==> config.mk <==
export PLATFORM = sky130hd
export DESIGN_NAME = minsoc_uart_rx
export DESIGN_NICKNAME = d
export VERILOG_FILES = /design/src/rtl/minsoc_uart_rx.sv
export SDC_FILE = /design/constraint.sdc
export NUM_CORES = 1
export LEC_CHECK = 0
export ABC_AREA = 0
export CORE_AREA = 2 2 113 115
export CTS_BUF_LIST = sky130_fd_sc_hd__clkbuf_2 sky130_fd_sc_hd__clkbuf_4 sky130_fd_sc_hd__clkbuf_8
export DETAILED_ROUTE_END_ITERATION = 10
export DIE_AREA = 0 0 115 117
export GPL_TIMING_DRIVEN = 0
export HOLD_SLACK_MARGIN = 0.12
export PLACE_DENSITY_LB_ADDON = 0.12
export SLEW_MARGIN = 10
export SYNTH_ARGS = -nofsm -noshare
export SYNTH_HDL_FRONTEND = slang
export SYNTH_SLANG_ARGS = --single-unit
==> constraint.sdc <==
create_clock -name clk -period 3.5 [get_ports clk]
set_input_delay 0.525 -clock clk [delete_from_list [all_inputs] [get_ports clk]]
set_output_delay 0.525 -clock clk [all_outputs]
set_load 0.02 [all_outputs]
==> src/rtl/minsoc_uart_rx.sv <==
// -----------------------------------------------------------------------------
// minsoc_uart_rx
//
// UART receiver for the minsoc SoC. It decodes frames from the asynchronous
// serial line into words and stores them in a first-word-fall-through receive
// FIFO. Framing errors, parity errors and overruns are recorded in sticky
// status flags.
//
// Frame format: one start bit (low), DATA_BITS data bits sent LSB first, an
// optional parity bit, then STOP_BITS stop bits (high). Each bit is sampled
// once, at its middle, using a baud counter that is realigned on every start
// bit edge.
//
// Parameters
//   DATA_BITS    payload bits per frame (5..8)
//   BAUD_DIV     clock cycles per bit (>= 4)
//   PARITY_MODE  0 = none, 1 = odd, 2 = even
//   STOP_BITS    1 or 2
//   FIFO_AW      log2 of the FIFO depth
//
// Ports
//   clk          system clock, rising edge
//   reset        asynchronous active-low reset
//   rxd          serial input, idle high, asynchronous to clk
//   rx_data      FIFO head word, meaningful while rx_valid is high
//   rx_valid     FIFO non-empty
//   rx_ready     consumer pop; a word is removed when rx_valid && rx_ready
//   fifo_count   FIFO occupancy, 0 .. 2**FIFO_AW
//   frame_err    sticky: a stop bit was sampled low
//   parity_err   sticky: a parity mismatch was seen
//   overrun      sticky: a good frame was dropped because the FIFO was full
//   err_clr      single-cycle pulse that clears the three sticky flags
// -----------------------------------------------------------------------------
module minsoc_uart_rx #(
  parameter int DATA_BITS   = 8,
  parameter int BAUD_DIV    = 217,
  parameter int PARITY_MODE = 0,
  parameter int STOP_BITS   = 1,
  parameter int FIFO_AW     = 4
) (
  input  logic                 clk,
  input  logic                 reset,
  input  logic                 rxd,
  output logic [DATA_BITS-1:0] rx_data,
  output logic                 rx_valid,
  input  logic                 rx_ready,
  output logic [FIFO_AW:0]     fifo_count,
  output logic                 frame_err,
  output logic                 parity_err,
  output logic                 overrun,
  input  logic                 err_clr
);

  localparam int BW    = (BAUD_DIV > 1) ? $clog2(BAUD_DIV) : 1;
  localparam int DEPTH = 1 << FIFO_AW;

  localparam logic [BW-1:0]    HALF_LOAD = BW'(BAUD_DIV / 2 - 1);
  localparam logic [BW-1:0]    FULL_LOAD = BW'(BAUD_DIV - 1);
  localparam logic [3:0]       LAST_DATA = 4'(DATA_BITS - 1);
  localparam logic [3:0]       LAST_STOP = 4'(STOP_BITS - 1);
  localparam logic [FIFO_AW:0] FULL_CNT  = (FIFO_AW + 1)'(DEPTH);
  localparam logic             ODD_MODE  = (PARITY_MODE == 1);

  typedef enum logic [2:0] {
    IDLE,
    START,
    DATA,
    PARITY,
    STOP,
    WAIT_IDLE
  } state_t;

  // ---------------------------------------------------------------------------
  // Input synchronizer. Idle-high reset value so that reset release does not
  // look like a start bit.
  // ---------------------------------------------------------------------------
  logic rxd_m;
  logic rxd_s;

  always_ff @(posedge clk or negedge reset) begin
    if (!reset) begin
      rxd_m <= 1'b1;
      rxd_s <= 1'b1;
    end else begin
      // NOTE: non-blocking assignments make rxd_s see the previous rxd_m,
      // giving two real flop stages; blocking here would collapse them.
      rxd_m <= rxd;
      rxd_s <= rxd_m;
    end
  end

  // ---------------------------------------------------------------------------
  // Frame decoder
  // ---------------------------------------------------------------------------
  state_t               state, state_d;
  logic [BW-1:0]        bcnt, bcnt_d;
  logic [3:0]           bit_cnt, bit_cnt_d;
  logic [DATA_BITS-1:0] shreg, shreg_d;
  logic                 perr, perr_d;     // parity mismatch in current frame
  logic                 ferr, ferr_d;     // low stop bit seen in current frame
  logic                 sample;
  logic                 stop_bad;
  logic                 word_ok;          // good frame completed this cycle
  logic                 set_fe;
  logic                 set_pe;

  assign sample = (bcnt == '0);

  always_comb begin
    // NOTE: every signal assigned in this block gets a default first, so no
    // path through the case statement can infer a latch.
    state_d   = state;
    bcnt_d    = bcnt;
    bit_cnt_d = bit_cnt;
    shreg_d   = shreg;
    perr_d    = perr;
    ferr_d    = ferr;
    word_ok   = 1'b0;
    set_fe    = 1'b0;
    set_pe    = 1'b0;
    stop_bad  = ferr | ~rxd_s;

    // The baud counter only runs while a frame is being decoded.
    if (state != IDLE && state != WAIT_IDLE) begin
      bcnt_d = sample ? FULL_LOAD : bcnt - 1'b1;
    end

    case (state)
      IDLE: begin
        if (!rxd_s) begin
          // Half a bit ahead so every later sample lands mid-bit.
          bcnt_d  = HALF_LOAD;
          perr_d  = 1'b0;
          ferr_d  = 1'b0;
          state_d = START;
        end
      end

      START: begin
        if (sample) begin
          if (rxd_s) begin
            state_d = IDLE;            // start bit too short: glitch
          end else begin
            bit_cnt_d = '0;
            state_d   = DATA;
          end
        end
      end

      DATA: begin
        if (sample) begin
          // LSB arrives first, so after DATA_BITS shifts it sits in bit 0.
          shreg_d = {rxd_s, shreg[DATA_BITS-1:1]};
          if (bit_cnt == LAST_DATA) begin
            bit_cnt_d = '0;
            state_d   = (PARITY_MODE != 0) ? PARITY : STOP;
          end else begin
            bit_cnt_d = bit_cnt + 1'b1;
          end
        end
      end

      PARITY: begin
        if (sample) begin
          // XOR over data and parity is 1 for an odd count of ones.
          perr_d  = (^{shreg, rxd_s}) ^ ODD_MODE;
          state_d = STOP;
        end
      end

      STOP: begin
        if (sample) begin
          ferr_d = stop_bad;
          if (bit_cnt == LAST_STOP) begin
            if (stop_bad) begin
              set_fe  = 1'b1;
              state_d = WAIT_IDLE;     // hold off until the line recovers
            end else if (perr) begin
              set_pe  = 1'b1;
              state_d = IDLE;
            end else begin
              word_ok = 1'b1;
              state_d = IDLE;
            end
          end else begin
            bit_cnt_d = bit_cnt + 1'b1;
          end
        end
      end

      WAIT_IDLE: begin
        if (rxd_s) begin
          state_d = IDLE;
        end
      end

      default: state_d = IDLE;
    endcase
  end

  always_ff @(posedge clk or negedge reset) begin
    if (!reset) begin
      state   <= IDLE;
      bcnt    <= '0;
      bit_cnt <= '0;
      shreg   <= '0;
      perr    <= 1'b0;
      ferr    <= 1'b0;
    end else begin
      state   <= state_d;
      bcnt    <= bcnt_d;
      bit_cnt <= bit_cnt_d;
      shreg   <= shreg_d;
      perr    <= perr_d;
      ferr    <= ferr_d;
    end
  end

  // ---------------------------------------------------------------------------
  // Receive FIFO. Pointers carry one extra bit so full and empty differ.
  // ---------------------------------------------------------------------------
  logic [DATA_BITS-1:0] mem [DEPTH];
  logic [FIFO_AW:0]     wr_ptr;
  logic [FIFO_AW:0]     rd_ptr;
  logic                 full;
  logic                 pop;
  logic                 push;
  logic                 set_ov;

  assign fifo_count = wr_ptr - rd_ptr;
  assign rx_valid   = (wr_ptr != rd_ptr);
  assign full       = (fifo_count == FULL_CNT);
  assign pop        = rx_valid & rx_ready;
  // A simultaneous pop frees the slot being written, so a full FIFO still
  // accepts the word in that cycle.
  assign push       = word_ok & (~full | pop);
  assign set_ov     = word_ok & full & ~pop;
  assign rx_data    = mem[rd_ptr[FIFO_AW-1:0]];

  // NOTE: the storage array has no reset; its contents are only observed
  // behind rx_valid, and leaving it unreset keeps it a plain register file.
  always_ff @(posedge clk) begin
    if (push) begin
      mem[wr_ptr[FIFO_AW-1:0]] <= shreg;
    end
  end

  always_ff @(posedge clk or negedge reset) begin
    if (!reset) begin
      wr_ptr <= '0;
      rd_ptr <= '0;
    end else begin
      if (push) wr_ptr <= wr_ptr + 1'b1;
      if (pop)  rd_ptr <= rd_ptr + 1'b1;
    end
  end

  // ---------------------------------------------------------------------------
  // Sticky status. A new event outranks a clear in the same cycle.
  // ---------------------------------------------------------------------------
  always_ff @(posedge clk or negedge reset) begin
    if (!reset) begin
      frame_err  <= 1'b0;
      parity_err <= 1'b0;
      overrun    <= 1'b0;
    end else begin
      if (set_fe)       frame_err  <= 1'b1;
      else if (err_clr) frame_err  <= 1'b0;
      if (set_pe)       parity_err <= 1'b1;
      else if (err_clr) parity_err <= 1'b0;
      if (set_ov)       overrun    <= 1'b1;
      else if (err_clr) overrun    <= 1'b0;
    end
  end

endmodule

Word-level counts from Yosys, hierarchy flattened --
Memories as Yosys holds them, arrays and structs flattened. Index checks and enable logic that the tools add are counted.
Storage, ports and cells: output and inout port bits 17, bits in writable memories 128, register bits after elaboration 40, memories kept 1, bits of input ports 5
Operators by class: reductions and logical operators 17, $add $sub $neg 5, equal/unequal tests 19, bitwise operators 9, muxes and demuxes 47
Memories:
- mem | depth 16, width 8, read ports 1, clocked after memory_dff 0, wr ports 1, line 222 | logic [DATA_BITS-1:0] mem [DEPTH];
Operators with widths (number):
- 8-bit 2-to-1 mux | 4
- 3-bit 2-to-1 mux | 9
- 4-bit 2-to-1 mux | 6
- 1-bit 2-to-1 mux | 23
- 2-bit inequality test, second input constant | 10
- 3-bit case mux with 6 select lines | 1
- 4-bit case mux with 3 select lines | 1
- 5-bit by 1-bit adder with 5-bit output, second input constant | 2
- 2-bit nonzero test | 5
- 9-bit XOR reduction | 1
- 8-bit logical NOT | 1
- 8-bit AND reduction | 1
- 8-bit by 1-bit subtractor with 8-bit output, second input constant | 1
- 3-bit by 2-bit == test with 1-bit output, second input constant | 2
- 3-bit == test, second input constant | 2
- 3-bit AND reduction | 2
- 6-bit AND reduction | 1
- 3-bit nonzero test | 2
- 5-bit == test, second input constant | 1
- 5-bit inequality test | 1
- 5-bit subtractor | 1
- 4-bit by 1-bit adder with 4-bit output, second input constant | 1
- 1-bit AND | 4
- 4-bit by 3-bit == test with 1-bit output, second input constant | 1
- 10 further kinds | 14

Depth between registers and ports, before layout --
Gate-level depths: netlist (run 1).
depth in word-level cells 9, mapped depth 11, depth with buffers taken out 9

Worst setup path before layout (run 1) --
OpenSTA, ideal clock, no wires.
path kind register to register, from register rd_ptr[1], to memory mem[12][0] (enable), arrival time 2950 ps, data required time 3130 ps, library setup time 370 ps, path slack 179 ps, stages on the path, launching flop included 11, cells stage by stage dfrtp_1 > clkbuf_1 > buf_1 > inv_1 > ha_1 > a221oi_1 > xnor2_1 > o31ai_4 > or2_1 > buf_6 > nor2_1
On the way: word-level cells in the longest chain between the ends 7
RTL lines:
- start: declaration | line 224 | logic [FIFO_AW:0] rd_ptr;
- start signal: assignment | line 254 | if (pop) rd_ptr <= rd_ptr + 1'b1;
- 5-bit subtractor | line 230 | assign fifo_count = wr_ptr - rd_ptr;
- named net fifo_count[3] | line 47 | output logic [FIFO_AW:0] fifo_count,
- 5-bit == test | line 232 | assign full = (fifo_count == FULL_CNT);
- 1-bit NOT | line 236 | assign push = word_ok & (~full | pop);
- 1-bit bitwise OR | line 236
- 1-bit AND | line 236
- 1-bit 2-to-1 mux | line 243 | if (push) begin
- 1-bit 2-to-1 mux (implied by the code) | line 244 | mem[wr_ptr[FIFO_AW-1:0]] <= shreg;
- end: declaration | line 222
The timed path passes the listed nets, and every way through them passes these cells.

Worst setup path after layout (run 1) --
from register rd_ptr[1], to memory mem[4][2] (enable)
On the way: word-level cells in the longest chain between the ends 7
RTL lines (line):
- 5-bit subtractor | 230
- 5-bit == test | 232
- 1-bit NOT | 236
- 1-bit bitwise OR (*) | 236
- 1-bit AND (*) | 236
- 1-bit 2-to-1 mux (*) | 243
- 1-bit 2-to-1 mux (implied by the code) (*) | 244
Mark *: on every way between the ends. The rest lies on a longest branch, timed or not.

==> results of run 1 <==
==> logic make-up (layout without fill, tap and decap cells) <==
logic type / count (synthesis) / count (layout) / synth area share, %
AO/OA/AOI/OAI: 46 / 46 / 4.17
multiplexers: 50 / 50 / 14.1
flip-flops: 168 / 168 / 67.3
XOR/XNOR: 21 / 21 / 2.55
buffers and inverters: 39 / 92 / 2.38
AND/OR/NAND/NOR: 98 / 98 / 7.03
adder cells (fa/ha/maj): 14 / 14 / 2.54
==> final cells by class <==
class / count / area [um^2]
repair buffers: 23 / 256
well taps: 150 / 188
clock buffers: 20 / 256
flip-flops and latches: 168 / 4850
multi-input cells: 229 / 2230
clock inverters: 10 / 130
plain buffers: 18 / 124
inverters: 21 / 78.8
fillers: 859 / 4200
==> layout by cell type (no fill, tap or decap), drive strengths merged, types with 7 or more instances in the layout <==
cell / Yosys / routed
ha: 13 / 13
nand2: 24 / 24
inv: 21 / 21
xnor2: 14 / 14
nor2: 30 / 30
clkbuf: 8 / 28
a21oi: 11 / 11
mux4: 40 / 40
nand2b: 8 / 8
nor3: 7 / 7
buf: 10 / 12
o21ai: 15 / 15
xor2: 7 / 7
edfxtp: 128 / 128
clkdlybuf4s50: 0 / 10
mux2: 9 / 9
dlymetal6s2s: 0 / 9
dfrtp: 38 / 38
==> routing by layer <==
metal,vias up,wire length [um],track usage [%]
li1,1759,-,-
met1,1943,5740,29.4
met2,89,6700,34.7
met3,9,521,4.58
met4,0,114,6.91
met5,-,0,0
==> power by group through the flow <==
| stage | logic (mW) | registers, mW | clock network, mW |
|---|---|---|---|
| floorplan | 0.664 | 2.22 | 0 |
| global placement | 0.931 | 2.22 | 0 |
| detailed placement | 0.947 | 2.22 | 0 |
| CTS | 0.972 | 2.18 | 1.37 |
| global route | 1.05 | 2.19 | 1.46 |
| finish | 0.959 | 2.18 | 1.35 |
==> state kept, by name, indices dropped and copies added, names as in the netlist <==
signal	cells
shreg	8
rd_ptr	5
frame_err	1
mem	128
state	3
bcnt	8
wr_ptr	5
parity_err	1
overrun	1
ferr	1
rxd_s	1
perr	1
rxd_m	1
bit_cnt	4
==> timing repair <==
| action | 4_1_cts | 5_1_grt |
|---|---|---|
| pin swaps | 0 | 0 |
| resized for setup | 18 | 22 |
| endpoints found under the setup margin | 139 | 89 |
| hold endpoints to repair | 5 | 0 |
| hold buffers | 1 | 0 |
==> Yosys cell counts (3+ instances only) <==
master	number
edfxtp_1	128
mux4_2	40
dfrtp_1	38
nor2_1	30
nand2_1	23
inv_1	20
o21ai_0	14
xnor2_1	14
ha_1	13
a21oi_1	11
mux2_2	9
clkbuf_1	8
nand2b_1	8
nor3_1	7
xor2_1	7
nand3_1	6
buf_2	5
nand4_1	4
nor2b_1	4
nor3b_1	3
nor4_1	3
o31ai_1	3
==> worst min path at each step <==
stage,depth (start not counted),from,slack [ps],end
2_1_floorplan,0,reset,230,bcnt[0]
6_report,0,rxd_m,360,rxd_s
3_5_place_dp,0,rxd_m,350,rxd_s
3_3_place_gp,0,rxd_m,350,rxd_s
4_1_cts,0,rxd_m,370,rxd_s
5_1_grt,0,rxd_m,370,rxd_s
==> through the flow <==
stage	std cells	hold WS (ps)	area (um^2)	setup slack [ps]	utilization (%)
global route	639	372	8110	9.80	65.9
finish	639	362	8110	243	65.9
floorplan	436	229	7200	179	-
global placement	607	347	7600	-443	61.7
detailed placement	608	350	7620	-471	61.9
CTS	639	367	8050	15.6	65.4
==> results by group, run 1 <==
Critical path
  • Startpoint types: flop
  • Largest stage delay, worst path: 530 ps
  • R2r endpoint: mem[4][2]
  • Critical path cell sequence: clkbuf_2 > buf_4 > inv_1 > ha_1 > a221oi_1 > xnor2_1 > o31ai_4 > or2_1 > buf_6 > nor2_2
  • CP bufs+invs: 4
  • Crit path max-delay cell type: nor2_2
  • Worst Path Max Fanout: 10
  • Critical path capture point type: flop
  • Reg2reg setup slack: 240 ps
  • CP arrival: 3340 ps
  • Worst EP required: 3580 ps
  • Crit. path cell count: 10
  • Setup crit start: rd_ptr[1]
  • WS Path Type: flop to flop
  • R2r startpoint: rd_ptr[1]
  • Worst-case reg-to-reg path depth: 10
  • Crit path capture: mem[4][2]
  • Top delay family on crit path: simple AND/OR/NAND/NOR gates

Synthesis
  • Synth Flop Type: edfxtp_1
  • Synth Cell Area: 7200 um^2
  • Largest cells by area after synthesis: edfxtp_1 (53%), dfrtp_1 (13%), mux4_2 (13%)
  • Register area share after synthesis: 67.3%
  • Post-synth cell types: 52
  • Syn avg cell area: 16.5 um^2
  • Synth area leader: edfxtp_1
  • Yosys top cell area share: 53.4%
  • Seq cells post-synth: 168
  • Number of synthesized flops with an enable pin: 128
  • Asr flop ratio synth: 23.8%
  • Mapped Nets: 455
  • Cells after synthesis: 436
  • Synth warn: 0

Clock network
  • Clk slew on worst S/H paths: 80 ps
  • Clk_lat worst skew: 440 ps
  • H-tree levels: 4
  • TritonCTS clock tree: yes
  • Root Buffer: clkbuf_8
  • Clock Tree Buf Depth: 2
  • Clock sinks: 168
  • Post-CTS Setup Bufs: 0
  • CTS Buf Count: 17

Timing
  • Final setup skew: 8.40 ps
  • Final Hold Fails: 0
  • Fmax: 0.307 GHz
  • Final setup vio count: 0
  • Relative slew margins: 33.6%
  • RSZ-0062 raised after global routing: false
  • Min Tclk post-route: 3260 ps
  • Period Utilization, post-route: 93.1%
  • Setup tns final: 0 ps
  • Final Max Slew Viols: 0
  • Slew @ Worst Pin: 986 ps

Final layout
  • Area delta synth->final: 12.6%
  • Nets@finish: 497
  • Share of layout cells above drive strength 1: 24.5%
  • # diodes: 0

Detailed routing
  • 1st-iter DRT viols: 266
  • Via density: 5.95
  • DRT Wirelength: 13100 um
  • Post-route ant nets: 0
  • Pre-Repair DR Iteration Count: 4
  • DRC Markers: 0
  • WL/cell: 20.5 um
  • Via count: 3800

Global route
  • Number of global-route vias before repair: 3795
  • Initial antenna violation count: 0
  • Largest net degree at the start of global routing: 36
  • GRT Resource Usage Total: 21.3%
  • Grt ovf: 0
  • First-pass GRT wire length: 20600 um

Hold path
  • HP Class: flop to flop

Status
  • Run status: complete, no violations

Pwr
  • P per Cell Area: 553 nW/um^2
  • Cell-internal power: 3.29 mW
  • Peak supply drop: 0.214 mV
  • Psw: 1.20 mW
  • Logic pwr share: 21.4%
  • LEAKAGE: 3.29 nW
  • Sequential power share: 48.6%
  • Sw frac: 26.7%
  • Final Power: 4.49 mW
  • Portion of total power attributed to the clock network: 30.0%

Placed design
  • Port Buffers: 21
  • Dpl hpwl: 8810 um
  • Placer Congestion: 0.809

Floorplanning
  • Starting Density: 58.5%
  • Core Box Area: 12300 um^2
  • Die W: 115 um
  • I/O Pins: 22
  • Cell Rows: 41
  • Die ar.: 13500 um^2
  • Die Y: 117 um

Flow run
  • Max-cap viol count: 0
Power figures use the tool's default switching activity.
==> run 2, diff against run 1 <==
- CAP_MARGIN: unset -> 20
==> results of run 2 <==
No change in the layout: final DEF, timing and power equal those of run 1.
